--- src/rtl/jnwtr_bist_pkg.sv ---
// Shared types, constants and the LFSR step function for the JNWTR cell-array BIST.
package jnwtr_bist_pkg;

    localparam int                LFSR_W       = 16;
    localparam logic [LFSR_W-1:0] TAP_MASK     = 16'hB400;  // taps b15, b13, b12, b10
    localparam logic [LFSR_W-1:0] DEFAULT_SEED = 16'hACE1;

    typedef enum logic [1:0] {
        IDLE,
        RUN,
        DRAIN,
        DONE
    } state_t;

    typedef enum logic {
        MODE_GEN,
        MODE_MISR
    } lfsr_mode_t;

    // One Fibonacci step: shift left, feedback into bit 0.
    function automatic logic [LFSR_W-1:0] lfsr_next(input logic [LFSR_W-1:0] s);
        return {s[LFSR_W-2:0], ^(s & TAP_MASK)};
    endfunction

endpackage

--- src/rtl/jnwtr_bist_lfsr16.sv ---
// 16-bit shift register used both as the pattern generator and as the MISR.
// In MISR mode the parallel input is XORed into every step.
module jnwtr_bist_lfsr16
    import jnwtr_bist_pkg::*;
(
    input  logic              i_ck,
    input  logic              i_rst,
    input  logic [LFSR_W-1:0] i_rst_val,
    input  logic              i_load,
    input  logic [LFSR_W-1:0] i_load_val,
    input  logic              i_step,
    input  lfsr_mode_t        i_mode,
    input  logic [LFSR_W-1:0] i_par,
    output logic [LFSR_W-1:0] o_q
);

    logic [LFSR_W-1:0] r_q;
    logic [LFSR_W-1:0] w_par;

    assign w_par = (i_mode == MODE_MISR) ? i_par : '0;

    // State register: reset value, run-start load, or one step.
    // NOTE: sequential state uses non-blocking assignments so every flop samples pre-edge values.
    always_ff @(posedge i_ck) begin
        if (i_rst) begin
            r_q <= i_rst_val;
        end else if (i_load) begin
            r_q <= i_load_val;
        end else if (i_step) begin
            r_q <= lfsr_next(r_q) ^ w_par;
        end
    end

    assign o_q = r_q;

endmodule

--- src/rtl/jnwtr_cell_bist.sv ---
// BIST sequencer for the JNWTR cell-library test array: drives LFSR stimulus,
// captures the array response one cycle later and compacts it into a MISR.
// Optional serial signature readout is built when JNWTR_BIST_SERIAL_EN is defined.
module jnwtr_cell_bist
    import jnwtr_bist_pkg::*;
#(
    parameter int                N_IN   = 24,
    parameter int                N_OUT  = 24,
    parameter int                CYCLES = 1024,
    parameter logic [LFSR_W-1:0] SEED   = DEFAULT_SEED
) (
    input  logic              CK,
    input  logic              RST,
    input  logic              START,
    input  logic [N_OUT-1:0]  RESP,
    input  logic              SHIFT,
    output logic [N_IN-1:0]   STIM,
    output logic              BUSY,
    output logic              DONE,
    output logic [LFSR_W-1:0] SIG,
    output logic              SDO
);

    // An all-zero seed would lock the generator, so it is replaced by 1.
    localparam logic [LFSR_W-1:0] SEED_EFF = (SEED == '0) ? 16'h0001 : SEED;
    localparam logic [15:0]       LAST_CNT = 16'(CYCLES - 1);

    state_t             r_state;
    state_t             w_state_nxt;
    logic               w_start_run;
    logic [15:0]        r_cnt;
    logic               r_drain_ph;
    logic [N_OUT-1:0]   r_cap;
    logic               r_cap_vld;   // r_cap holds a response to a real pattern
    logic [N_IN-1:0]    r_stim;
    logic [N_IN-1:0]    w_stim_map;
    logic [LFSR_W-1:0]  w_fold;
    logic [LFSR_W-1:0]  w_lfsr;
    logic [LFSR_W-1:0]  w_sig;

    // Next-state decode. The DONE port shadows the DONE literal, hence the scoped name.
    // NOTE: every always_comb output gets a default first so no path can infer a latch.
    always_comb begin
        w_state_nxt = r_state;
        w_start_run = 1'b0;
        case (r_state)
            IDLE, jnwtr_bist_pkg::DONE: begin
                if (START) begin
                    w_state_nxt = RUN;
                    w_start_run = 1'b1;
                end
            end
            RUN: begin
                if (r_cnt == LAST_CNT) begin
                    w_state_nxt = DRAIN;
                end
            end
            DRAIN: begin
                if (r_drain_ph) begin
                    w_state_nxt = jnwtr_bist_pkg::DONE;
                end
            end
            default: w_state_nxt = IDLE;
        endcase
    end

    // State register with synchronous reset.
    always_ff @(posedge CK) begin
        if (RST) begin
            r_state <= IDLE;
        end else begin
            r_state <= w_state_nxt;
        end
    end

    // Stimulus map: low lines copy the LFSR, upper lines XOR two LFSR bits.
    always_comb begin
        w_stim_map = '0;
        for (int i = 0; i < N_IN; i++) begin
            if (i < LFSR_W) begin
                w_stim_map[i] = w_lfsr[i % LFSR_W];
            end else begin
                w_stim_map[i] = w_lfsr[i % LFSR_W] ^ w_lfsr[(i + 7) % LFSR_W];
            end
        end
    end

    // Fold the captured response down to MISR width.
    always_comb begin
        w_fold = '0;
        for (int k = 0; k < N_OUT; k++) begin
            w_fold[k % LFSR_W] = w_fold[k % LFSR_W] ^ r_cap[k];
        end
    end

    // Pattern counter, drain phase, stimulus and capture registers.
    // The capture taken on the first RUN edge sees the previous stimulus, so it is never folded.
    always_ff @(posedge CK) begin
        if (RST) begin
            r_cnt      <= '0;
            r_drain_ph <= 1'b0;
            r_cap      <= '0;
            r_cap_vld  <= 1'b0;
            r_stim     <= '0;
        end else begin
            r_cap_vld <= 1'b0;
            if (w_start_run) begin
                r_cnt      <= '0;
                r_drain_ph <= 1'b0;
            end else if (r_state == RUN) begin
                r_stim    <= w_stim_map;
                r_cnt     <= r_cnt + 16'd1;
                r_cap     <= RESP;
                r_cap_vld <= (r_cnt != 16'd0);
            end else if (r_state == DRAIN) begin
                r_drain_ph <= ~r_drain_ph;
                if (!r_drain_ph) begin
                    r_cap     <= RESP;
                    r_cap_vld <= 1'b1;
                end
            end
        end
    end

    jnwtr_bist_lfsr16 u_gen (
        .i_ck       (CK),
        .i_rst      (RST),
        .i_rst_val  (SEED_EFF),
        .i_load     (w_start_run),
        .i_load_val (SEED_EFF),
        .i_step     (r_state == RUN),
        .i_mode     (MODE_GEN),
        .i_par      ('0),
        .o_q        (w_lfsr)
    );

    jnwtr_bist_lfsr16 u_misr (
        .i_ck       (CK),
        .i_rst      (RST),
        .i_rst_val  ('0),
        .i_load     (w_start_run),
        .i_load_val ('0),
        .i_step     (r_cap_vld),
        .i_mode     (MODE_MISR),
        .i_par      (w_fold),
        .o_q        (w_sig)
    );

    assign STIM = r_stim;
    assign BUSY = (r_state == RUN) || (r_state == DRAIN);
    assign DONE = (r_state == jnwtr_bist_pkg::DONE);
    assign SIG  = w_sig;

`ifdef JNWTR_BIST_SERIAL_EN
    logic [LFSR_W-1:0] r_sh;
    logic              r_sh_ld;
    logic              r_sdo;

    // Serial readout: load the signature on the first DONE cycle, then shift MSB-first.
    always_ff @(posedge CK) begin
        if (RST) begin
            r_sh    <= '0;
            r_sh_ld <= 1'b0;
            r_sdo   <= 1'b0;
        end else if (r_state == jnwtr_bist_pkg::DONE) begin
            if (!r_sh_ld) begin
                r_sh    <= w_sig;
                r_sh_ld <= 1'b1;
            end else if (SHIFT) begin
                r_sdo <= r_sh[LFSR_W-1];
                r_sh  <= {r_sh[LFSR_W-2:0], 1'b0};
            end
        end else begin
            r_sh_ld <= 1'b0;
            r_sdo   <= 1'b0;
        end
    end

    assign SDO = r_sdo;
`else
    logic w_unused_shift;

    assign w_unused_shift = SHIFT;
    assign SDO            = 1'b0;
`endif

endmodule

--- config.mk ---
export PLATFORM = sky130hd
export DESIGN_NAME = jnwtr_cell_bist
export DESIGN_NICKNAME = d
export VERILOG_FILES = /design/src/rtl/jnwtr_bist_pkg.sv /design/src/rtl/jnwtr_bist_lfsr16.sv /design/src/rtl/jnwtr_cell_bist.sv
export SDC_FILE = /design/constraint.sdc
export NUM_CORES = 1
export LEC_CHECK = 0
export ABC_AREA = 1
export BUFFER_PORTS_ARGS = -buffer_cell sky130_fd_sc_hd__buf_4
export CAP_MARGIN = 10
export CORE_MARGIN = 5
export CORE_UTILIZATION = 55
export CTS_CLUSTER_SIZE = 40
export DETAILED_ROUTE_END_ITERATION = 10
export PLACE_DENSITY_LB_ADDON = 0.12
export SKIP_LAST_GASP = 1
export SLEW_MARGIN = 0
export SYNTH_ARGS = -nofsm -noshare
export SYNTH_HDL_FRONTEND = slang
export SYNTH_SLANG_ARGS = --single-unit
--- constraint.sdc ---
create_clock -name CK -period 4.8 [get_ports CK]
set_clock_uncertainty 0.05 [all_clocks]
set_input_delay 0.24 -clock CK [delete_from_list [all_inputs] [get_ports CK]]
set_output_delay 0.24 -clock CK [all_outputs]
set_load 0.01 [all_outputs]
==> out/results.txt <==
For this block, the initial DRC count from the detailed router was 138. Static timing analysis puts the maximum clock frequency at 0.328 GHz. Cells fill 65.2% of the core in the end.

The post-synthesis to final-layout area growth was 17.0%; the final cycle utilization of the critical path was 63.6%. Entering global routing, the biggest net connects 37 pins. Via count of the first global-routing pass: 3467. Global routing's busiest layer: met2. At the worst endpoint, the arrival time is 3.26 ns. The area share of the largest cell type after synthesis was 47.2%. The tool flagged a number of max-cap violations equal to 0. In the final timing run, aggregate negative setup slack is 0 ns. The height of the chip works out to 97.8 um. Summed over all nets, the half-perimeter wirelength after detailed placement is 6010 um.

The logs give 0 for the final max-slew violation count and 4 for the first-pass detailed-route iteration total. The design draws 2.72 mW. The wire length per cell is 11.9 um. The top cell types in the final layout, fill and taps aside, are 116 x nand2_1, 100 x dfxtp_1, 89 x nor2_1.

The total placed instance area was 4770 um^2; the post-CTS clock slew at the launch and capture registers of the worst setup and hold paths was 0.09 ns. For the placeable core region, the log shows 7610 um^2. The analysis attributes to cell leakage a power of 2.26 nW. The flow ran to the end, and the final reports show no timing, DRC or antenna violations. The worst setup path is captured at a flip-flop. For this run the aggregate overflow at the end of global routing stands at 0. The smallest clock period supported by the final layout is computed as 3.05 ns.

The tools report the number of gates resized after CTS as 0. The netlist uses 33 different library cells. The power density over the cells was 548 nW/um^2. The hold buffer count at CTS is 0. The tightest min-delay check is of the primary input to flip-flop type. The synthesized design contains 100 register bits. The logs give 0 for the total DRC errors in the routed layout and 0 for the post-detailed-route count of antenna-violating nets. The wire length after detailed routing is 8600 um, and the relative slew slack is 34.9%. The initialized floorplan defines 32 standard-cell rows. Hold timing on the final database bottoms out at a slack of 0.0440 ns. For this design the top-level I/O count stands at 71. Setup violations remaining at the end of the flow were counted as 0. The most frequent standard cell in the layout excluding fill and tap cells is nand2_1.

In this run the deepest clock path goes through 2 buffers. The logs give 0.36 ns for the source-to-sink clock delay at the later pin of the worst-skew pair and 0 for the number of setup buffers added after CTS. For this run, the number of Yosys warnings is 0. The post-synthesis net count is 597. STA classifies the critical path startpoint as a flip-flop. For this configuration, the core starts out at a cell density of 55.8%.

Routed via count: 3573. The die covers 9570 um^2. The total inserted antenna cells came out at 0.

For this run, global-route usage on met2 was measured as 31.8%. Of the cells placed in the final design, the portion with a size suffix greater than 1 is 15.4%. By area the synthesized netlist is led by dfxtp_1 47%, nand2_1 10%, nor2_1 7.9%, o21ai_0 5.2%, a21oi_1 5.1%. The tools report the met1 usage in global routing as 22.8%. The ratio of routed vias to standard cells was 4.93. The final layout contains 653 nets. The count of input and output buffers is 68. The buffer type at the clock tree root was clkbuf_8. The run gives 0.275 mV as the maximum ir drop on the vdd rail. Number of failing hold endpoints at the final stage: 0. The tools report the register area share after synthesis as 47.2%.

Counting every sink on the clock net gives 100. The slew at the pin closest to its max-slew limit came out at 0.975 ns. The synthesized netlist occupies a cell area of 4240 um^2. The critical path in this run is classified as flip-flop to flip-flop.

TritonCTS built the clock tree. The routability congestion estimate was 0.787. Setup repair after global routing left no endpoint under its margin.

Clock tree synthesis inserted a total of 9 buffers. Global-route track usage on met3: 4.93%. Maximum fanout along the worst path: 25. In the global route stage, overall resource usage came out at 18.6%.

The biggest area contributor in the post-synthesis netlist is dfxtp_1. At the worst endpoint, the required time is 5.01 ns. Measured along the x axis, the die boundary spans 97.8 um.

The H-tree was split into 3 levels. The number of antenna violations at the first check in global routing was 0; the cell count after synthesis was 562. The synthesized area per cell was 7.55 um^2; the final design area excluding fillers was 4960 um^2. The first global-routing pass estimated 15000 um of wire.
-- state kept, by name (all words and copies together) (netlist names) --
name        flops
r_cap_vld       1
u_gen.o_q      16
r_drain_ph      1
r_state         2
STIM           24
r_cap          24
r_cnt          16
u_misr.o_q     16
-- through the flow --
| step | worst slack, ns | instances |
|---|---|---|
| 6_report | 1.75 | 725 |
| 5_1_grt | 1.40 | 725 |
| 4_1_cts | 1.70 | 725 |
| 3_5_place_dp | 1.69 | 709 |
| 3_3_place_gp | 1.82 | 709 |
| 2_1_floorplan | 3.20 | 562 |
-- power breakdown --
part           internal (mW)  total (mW)  switching (mW)  leakage (nW)
Clock                  0.243       0.520           0.277        0.0862
Sequential              1.03        1.19           0.161         0.817
Combinational          0.406        1.01           0.600          1.35
Total                   1.68        2.72            1.04          2.26
-- cell families (layout without fill, tap and decap cells) --
family	after synthesis	count (layout)	synth area share, %
other	1	1	0.0884
xor gates and xnor gates	31	31	6.40
AOI/OAI and AO/OA	104	104	13.4
adders and majority gates	7	7	2.06
buffers and inverters	80	141	7.75
DFF	100	100	47.2
and+or+nand+nor	239	239	23.2
-- metal layers --
layer | routed length (um) | up-vias
met3 | 362 | 11
met5 | 0 | -
met1 | 4000 | 1615
li1 | - | 1891
met2 | 4120 | 56
met4 | 115 | 0
-- synthesized netlist by cell type, drive strengths merged --
| library cell | n |
|---|---|
| a21oi | 45 |
| a31oi | 6 |
| buf | 16 |
| clkbuf | 8 |
| clkinv | 1 |
| conb | 1 |
| dfxtp | 100 |
| ha | 7 |
| inv | 55 |
| nand2 | 118 |
| nand3 | 19 |
| nand4 | 5 |
| nor2 | 92 |
| nor3 | 2 |
| nor4 | 2 |
| o211ai | 1 |
| o21a | 1 |
| o21ai | 48 |
| o221ai | 3 |
| or2 | 1 |
| xnor2 | 14 |
| xor2 | 17 |
-- final timing paths --
check                          startpoint                      to  slack, ns  cells after the start
setup / recovery  r_state[1]$_SDFFE_PP0P_   r_cap[0]$_SDFFE_PP0P_       1.75                      7
hold reg to reg     STIM[14]$_SDFFE_PP0P_   STIM[14]$_SDFFE_PP0P_       0.42                      2
hold / removal                   RESP[21]  r_cap[21]$_SDFFE_PP0P_       0.04                      3
setup reg to reg  r_state[1]$_SDFFE_PP0P_   r_cap[0]$_SDFFE_PP0P_       1.75                      7
-- final cells by class --
class,instances,area (um^2)
fill,692,2640
sequential,100,2000
multi-input combinational,382,1910
timing repair buffer,69,518
inverter,56,210
clock buffer,11,131
tap,102,128
clock inverter,5,61.3
-- worst max-delay path, cell delays in order (launching register included) --
cell and delay (ns):
dfxtp_1 0.36, inv_1 0.11, ha_1 0.68, inv_2 0.38, a21oi_4 0.56, inv_1 0.49
nor2_1 0.24, nor2_1 0.06
Power figures use the tool's default switching activity.
